**config.mk**
```make
export PLATFORM = sky130hd
export DESIGN_NAME = stream_slice_unpack_flat
export DESIGN_NICKNAME = d
export VERILOG_FILES = /design/src/rtl/stream_slice_unpack_if.sv /design/src/rtl/stream_slice_unpack.sv /design/src/flat_wrapper.sv
export SDC_FILE = /design/constraint.sdc
export NUM_CORES = 1
export LEC_CHECK = 0
export ABC_AREA = 1
export CAP_MARGIN = 20
export CORE_ASPECT_RATIO = 1.25
export CORE_MARGIN = 2
export CORE_UTILIZATION = 45
export DETAILED_ROUTE_END_ITERATION = 8
export GPL_ROUTABILITY_DRIVEN = 0
export PLACE_DENSITY = 0.78
export SLEW_MARGIN = 40
export SYNTH_ARGS = -nofsm -noshare
export SYNTH_HDL_FRONTEND = slang
export SYNTH_SLANG_ARGS = --single-unit
```
**constraint.sdc**
```tcl
create_clock -name clk -period 3.3 [get_ports clk]
set_input_delay 0.66 -clock clk [delete_from_list [all_inputs] [get_ports clk]]
set_output_delay 0.66 -clock clk [all_outputs]
set_load 0.005 [all_outputs]
```
**src/rtl/stream_slice_unpack_if.sv**
```systemverilog
// Word-rebuild link between a slice-serial sender and a word-wide consumer.
// master = beat source / word sink (bench or upstream), slave = the unpacker.
interface stream_slice_unpack_if #(
  parameter int DATA_W  = 32,
  parameter int SLICE_W = 8
);
  logic               flush;
  logic               in_valid;
  logic               in_ready;
  logic [SLICE_W-1:0] in_data;
  logic               out_valid;
  logic               out_ready;
  logic [DATA_W-1:0]  out_data;
  logic               busy;
  logic [15:0]        beat_dbg;

  modport master (
    output flush, in_valid, in_data, out_ready,
    input  in_ready, out_valid, out_data, busy, beat_dbg
  );

  modport slave (
    input  flush, in_valid, in_data, out_ready,
    output in_ready, out_valid, out_data, busy, beat_dbg
  );
endinterface

```
**src/rtl/stream_slice_unpack.sv**
```systemverilog
// Rebuilds a DATA_W word from SLICE_W beats sent as {<< SLICE_W {w}} (LEFT=1)
// or {>> SLICE_W {w}} (LEFT=0); beat counter plus one-word output stage.
module stream_slice_unpack #(
  parameter int DATA_W  = 32,
  parameter int SLICE_W = 8,
  parameter bit LEFT    = 1'b1
) (
  input logic                  clk,
  input logic                  reset_l,
  stream_slice_unpack_if.slave bus
);
  // Handshake: a transfer happens on a posedge where valid & ready are both 1;
  // valid never waits on ready, and in_ready is low whenever a finished word
  // is still waiting to be taken.
  localparam int NSLICE = (DATA_W + SLICE_W - 1) / SLICE_W;
  localparam int REM    = DATA_W - (NSLICE - 1) * SLICE_W;
  localparam int KW     = (NSLICE > 1) ? $clog2(NSLICE) : 1;
  localparam int WW     = DATA_W + SLICE_W;
  localparam logic [KW-1:0] K_LAST   = KW'(NSLICE - 1);
  localparam logic [WW-1:0] REM_MASK = (WW'(1) << REM) - WW'(1);

  logic [KW-1:0]     k_q, k_d;
  logic [DATA_W-1:0] acc_q, acc_d;
  logic [DATA_W-1:0] out_q, out_d;
  logic              ov_q, ov_d;
  logic              in_ready;
  logic              accept;
  logic              last;
  logic [WW-1:0]     beat;
  int                sh;
  logic [DATA_W-1:0] word;

  always_ff @(posedge clk) begin
    if (!reset_l) begin
      k_q   <= '0;
      acc_q <= '0;
      out_q <= '0;
      ov_q  <= 1'b0;
    end else begin
      k_q   <= k_d;
      acc_q <= acc_d;
      out_q <= out_d;
      ov_q  <= ov_d;
    end
  end

  always_comb begin
    in_ready = !(ov_q && !bus.out_ready);
    accept   = bus.in_valid && in_ready && !bus.flush;
    last     = (k_q == K_LAST);

    // Last beat only carries REM meaningful bits; the rest must not leak in.
    beat = WW'(bus.in_data);
    if (last) beat = beat & REM_MASK;

    if (LEFT) sh = int'(k_q) * SLICE_W;
    else if (last) sh = 0;
    else sh = DATA_W - (int'(k_q) + 1) * SLICE_W;

    // Each bit position is written once per word into a zeroed accumulator.
    word = acc_q | DATA_W'(beat << sh);

    k_d   = k_q;
    acc_d = acc_q;
    out_d = out_q;
    ov_d  = ov_q;

    if (ov_q && bus.out_ready) ov_d = 1'b0;

    if (bus.flush) begin
      k_d   = '0;
      acc_d = '0;
    end else if (accept) begin
      if (last) begin
        k_d   = '0;
        acc_d = '0;
        out_d = word;
        ov_d  = 1'b1;
      end else begin
        k_d   = k_q + KW'(1);
        acc_d = word;
      end
    end
  end

  always_comb begin
    bus.in_ready  = in_ready;
    bus.out_valid = ov_q;
    bus.out_data  = out_q;
    bus.busy      = (k_q != '0);
    bus.beat_dbg  = 16'(k_q);
  end
endmodule

```
**src/flat_wrapper.sv**
```systemverilog
// flat-port wrapper written by rule: the top's interface ports become plain ports
module stream_slice_unpack_flat 
#(
  parameter int DATA_W  = 32,
  parameter int SLICE_W = 8,
  parameter bit LEFT    = 1'b1
)
  (clk, reset_l, bus_flush, bus_in_valid, bus_in_data, bus_out_ready, bus_in_ready, bus_out_valid, bus_out_data, bus_busy, bus_beat_dbg);
  stream_slice_unpack_if #(.DATA_W(DATA_W), .SLICE_W(SLICE_W)) bus_i ();
  input logic clk;
  input logic reset_l;
  input wire logic [$bits(bus_i.flush)-1:0] bus_flush;
  input wire logic [$bits(bus_i.in_valid)-1:0] bus_in_valid;
  input wire logic [$bits(bus_i.in_data)-1:0] bus_in_data;
  input wire logic [$bits(bus_i.out_ready)-1:0] bus_out_ready;
  output wire logic [$bits(bus_i.in_ready)-1:0] bus_in_ready;
  output wire logic [$bits(bus_i.out_valid)-1:0] bus_out_valid;
  output wire logic [$bits(bus_i.out_data)-1:0] bus_out_data;
  output wire logic [$bits(bus_i.busy)-1:0] bus_busy;
  output wire logic [$bits(bus_i.beat_dbg)-1:0] bus_beat_dbg;
  assign bus_i.flush = bus_flush;
  assign bus_i.in_valid = bus_in_valid;
  assign bus_i.in_data = bus_in_data;
  assign bus_i.out_ready = bus_out_ready;
  assign bus_in_ready = bus_i.in_ready;
  assign bus_out_valid = bus_i.out_valid;
  assign bus_out_data = bus_i.out_data;
  assign bus_busy = bus_i.busy;
  assign bus_beat_dbg = bus_i.beat_dbg;
  stream_slice_unpack #(.DATA_W(DATA_W), .SLICE_W(SLICE_W), .LEFT(LEFT)) u_core (.clk(clk), .reset_l(reset_l), .bus(bus_i));
endmodule
```
* Yosys cells after proc, flatten, opt, wreduce, memory -nomap -nowiden
Cells that the tools add are included.
Word-level totals: register bits after elaboration 67, latch bits 0, bits in writable memories 0, memory bits (read-only) 0, bits of input ports 13, output and inout port bits 51, logic and storage cells 26, memories 0
Cells by class: add/subtract/negate cells 1, multiply operators 0, div/mod/pow operators 0, order comparisons 0, equal/unequal tests 1, shift operators 1, multiplexer cells 6, bitwise gates (word level) 3, reduce and logical (&&, ||, !) cells 10
Operator list (count):
- $mux W32 | 1
- $or A32 B32 Y32 | 1
- $shl A8 B5 Y32 | 1
- $logic_and A1 B1 Y1 | 4
- $mux W1 | 4
- $logic_not A1 Y1 | 3
- $reduce_and A3 Y1 | 1
- $add A2 B1 Y2 const B | 1
- $eq A2 B2 Y1 const B | 1
- $mux W2 | 1
- $not A1 Y1 | 2
- $reduce_bool A2 Y1 | 1
- $reduce_or A2 Y1 | 1

* Depth between registers and ports, before layout
depth in word-level cells 7, mapped depth 8

* Worst setup path after synthesis
No wires, ideal clock.
kind flip-flop to output port, start point register u_core.k_q[0], end point output port bus_busy, arrival time 992 ps, path slack 1648 ps, stages on the path, launching flop included 6, cell sequence dfxtp_1 buf_2 inv_2 buf_6 ha_1 inv_1
Between the ends: cells in the longest elaborated chain, start to end 1
Ends and longest elaborated chain:
- from (decl) | RTL line stream_slice_unpack.sv:22 | logic [KW-1:0] k_q, k_d;
- from (signal assigned) | RTL line stream_slice_unpack.sv:40 | k_q <= k_d;
- $reduce_bool A2 Y1 | RTL line stream_slice_unpack.sv:90 | bus.busy = (k_q != '0);
- to (decl) | RTL line flat_wrapper.sv:19 | output wire logic [$bits(bus_i.busy)-1:0] bus_busy;
No other way between the ends.

* Worst setup path after layout
Ends and elaborated chain as after synthesis.

==> results.py <==
metrics = {
    "critical_path": {
        "crit_required_ps": 2640,
        "arrival_ps": 1950,
        "end_kind": "output pin",
        "path_max_fanout": 18,
        "worstReg2RegStart": "u_core.k_q[1]",
        "start_kind": "flip-flop",
        "critPathKind": "flip-flop to output pin",
        "crit_start": "u_core.k_q[0]",
    },
    "grt": {
        "antenna_found_initial": 0,
        "grt_start_max_net_pins": 35,
        "gr-total-overflow": 0,
        "grt_pass1_vias": 2663,
        "grt_pass1_wl_um": 11400,
        "grt_use_total": 0.186,
    },
    "pwr": {
        "clock_power_share": 0.406,
        "comb_power_share": 0.061,
        "switching_share": 0.233,
        "p_leak_nw": 1.86,
        "seqPwrFrac": 0.533,
        "vdd_drop_max_v": 0.000280,
        "p_int_w": 0.00117,
        "p_sw_w": 0.000356,
        "power.density_nw_per_um2": 410,
    },
    "logic_synthesis": {
        "yosysTopAreaCellShare": 0.431,
        "seq_area_frac_synth": 0.431,
        "ys_ff_latch": 67,
        "yosysWarningCount": 0,
        "syn_inst": 476,
        "syn_area_per_cell_um2": 6.53,
        "synth.area.top_cells": "dfxtp_1 (43%), nand2_1 (15%), inv_1 (10%)",
        "synth.largest_area_cell": "dfxtp_1",
        "synth_area_um2": 3110,
        "synth_cell_types": 18,
    },
    "final_layout": {
        "nets": 532,
        "antenna_cells": 0,
        "layout_common_cells": "nand2_1 (125), inv_1 (86), nor2_1 (84), dfxtp_1 (67), clkdlybuf4s50_1 (49)",
        "finish.utilization": 0.564,
        "syn2layout_area_growth_pct": 19.8,
        "drive_gt1_frac": 0.0499,
        "final_common_cell": "nand2_1",
    },
    "floorplan": {
        "ios": 64,
        "dieArea_um2": 7590,
        "rows": 33,
        "initial_core_util": 0.471,
        "die_w_um": 78.3,
        "die_h_um": 96.9,
        "core_um2": 6610,
    },
    "sta": {
        "finalCriticalPeriod_ps": 2610,
        "finalCritPeriodShare": 0.790,
        "clock_skew_ps": 6.98,
        "slew_viol_final": 0,
        "fmax_mhz": 384,
        "hold_viol": 0,
        "worst_pin_slew_ps": 741,
        "setup_viol": 0,
        "rsz0062_at_grt": "no",
        "relSlewSlack": 0.505,
        "finalSetupTns_ps": 0,
    },
    "cts": {
        "ctsResizeCount": 0,
        "tritoncts": "yes",
        "numCtsBuffers": 9,
        "clkTransAtPathRegs_ps": 60,
        "h-tree-depth": 3,
        "hold_buffers": 0,
        "cts.path.max_buffers": 2,
        "cts_root_buffer": "clkbuf_8",
        "postCtsSetupBuffers": 0,
        "cts.sinks": 67,
        "clk-insertion-delay-late_ps": 340,
    },
    "drt": {
        "drt-total-wl_um": 6650,
        "ant_nets": 0,
        "vias": 2761,
        "wl_per_cell_um": 10.9,
        "drtIter0Drc": 169,
        "drt-pass1-iter-count": 4,
        "drc": 0,
        "viasPerCell": 4.54,
    },
    "placement": {
        "dp_hpwl_um": 4610,
        "port_buffers": 49,
    },
    "outcome": {
        "outcome": "completed",
    },
    "worst_hold_path": {
        "hp-start": "u_core.acc_q[10]",
        "hold_class": "flip-flop to flip-flop",
    },
    "flow_run": {
        "max-cap-violations": 0,
    },
}
metrics by stage:
step	setup slack [ps]	power, W	cells	area [um2]	hold slack, ps
finish	693	0.00153	608	3730	454
global route	623	0.00158	608	3730	479
CTS	725	0.00153	608	3730	456
detailed placement	824	0.000924	593	3550	446
global placement	872	0.000922	593	3550	436
floorplan	1650	0.000902	489	3160	430
synth_stat cells (all sizes together):
cell and n:
nand2 126, inv 88, nor2 86, dfxtp 67
a21oi 34, buf 34, nand3 17, o21ai 17
clkbuf 4, ha 2, conb 1
critical path: stages (launching register included):
cell             delay, ps
dfxtp_1                570
inv_2                  230
ha_1                   250
inv_1                   60
clkdlybuf4s50_1        490
path summary, 6_finish.rpt:
check / end / slack, ps / depth (start not counted)
min reg2reg: u_core.acc_q[10] / 450 / 2
max: bus_busy / 690 / 4
max reg2reg: u_core.acc_q[4] / 1510 / 6
min: u_core.acc_q[10] / 450 / 2
kinds of logic (layout without fill, tap and decap cells):
group | Yosys count | after routing | share of synthesized area
AND/OR/NAND/NOR | 229 | 229 | 0.289
buffers and inverters | 126 | 158 | 0.188
flip-flops | 67 | 67 | 0.431
AO/OA/AOI/OAI | 51 | 51 | 0.0821
adder cells (fa/ha/maj) | 2 | 2 | 0.00805
other | 1 | 14 | 0.00121
sequential cells by signal (all words and copies together) (netlist names):
| signal | cells |
|---|---|
| u_core.k_q | 2 |
| u_core.acc_q | 32 |
| u_core.bus.out_data | 32 |
| u_core.bus.out_valid | 1 |
routing by layer:
metal	share of wire	track usage	vias to the layer above
met5	0	0	-
met4	0.025	0.0891	0
met3	0.056	0.0438	17
met2	0.49	0.320	76
met1	0.43	0.216	1218
li1	-	-	1450
power groups by stage:
stage	Sequential (W)	Clock [W]	Combinational [W]
after floorplan	0.000832	0	0.0000694
after global placement	0.000833	0	0.0000891
after detailed placement	0.000833	0	0.0000911
after CTS	0.000815	0.000626	0.0000919
after global routing	0.000815	0.000662	0.000103
final	0.000815	0.000621	0.0000926
final cells by class:
type | count | area (um2)
clock buffer | 13 | 169
clock inverter | 2 | 10.0
fill | 651 | 2880
inverter | 88 | 330
multi-input combinational | 296 | 1230
sequential | 67 | 1340
tap | 87 | 109
timing repair buffer | 55 | 536
Power figures use the tool's default switching activity.
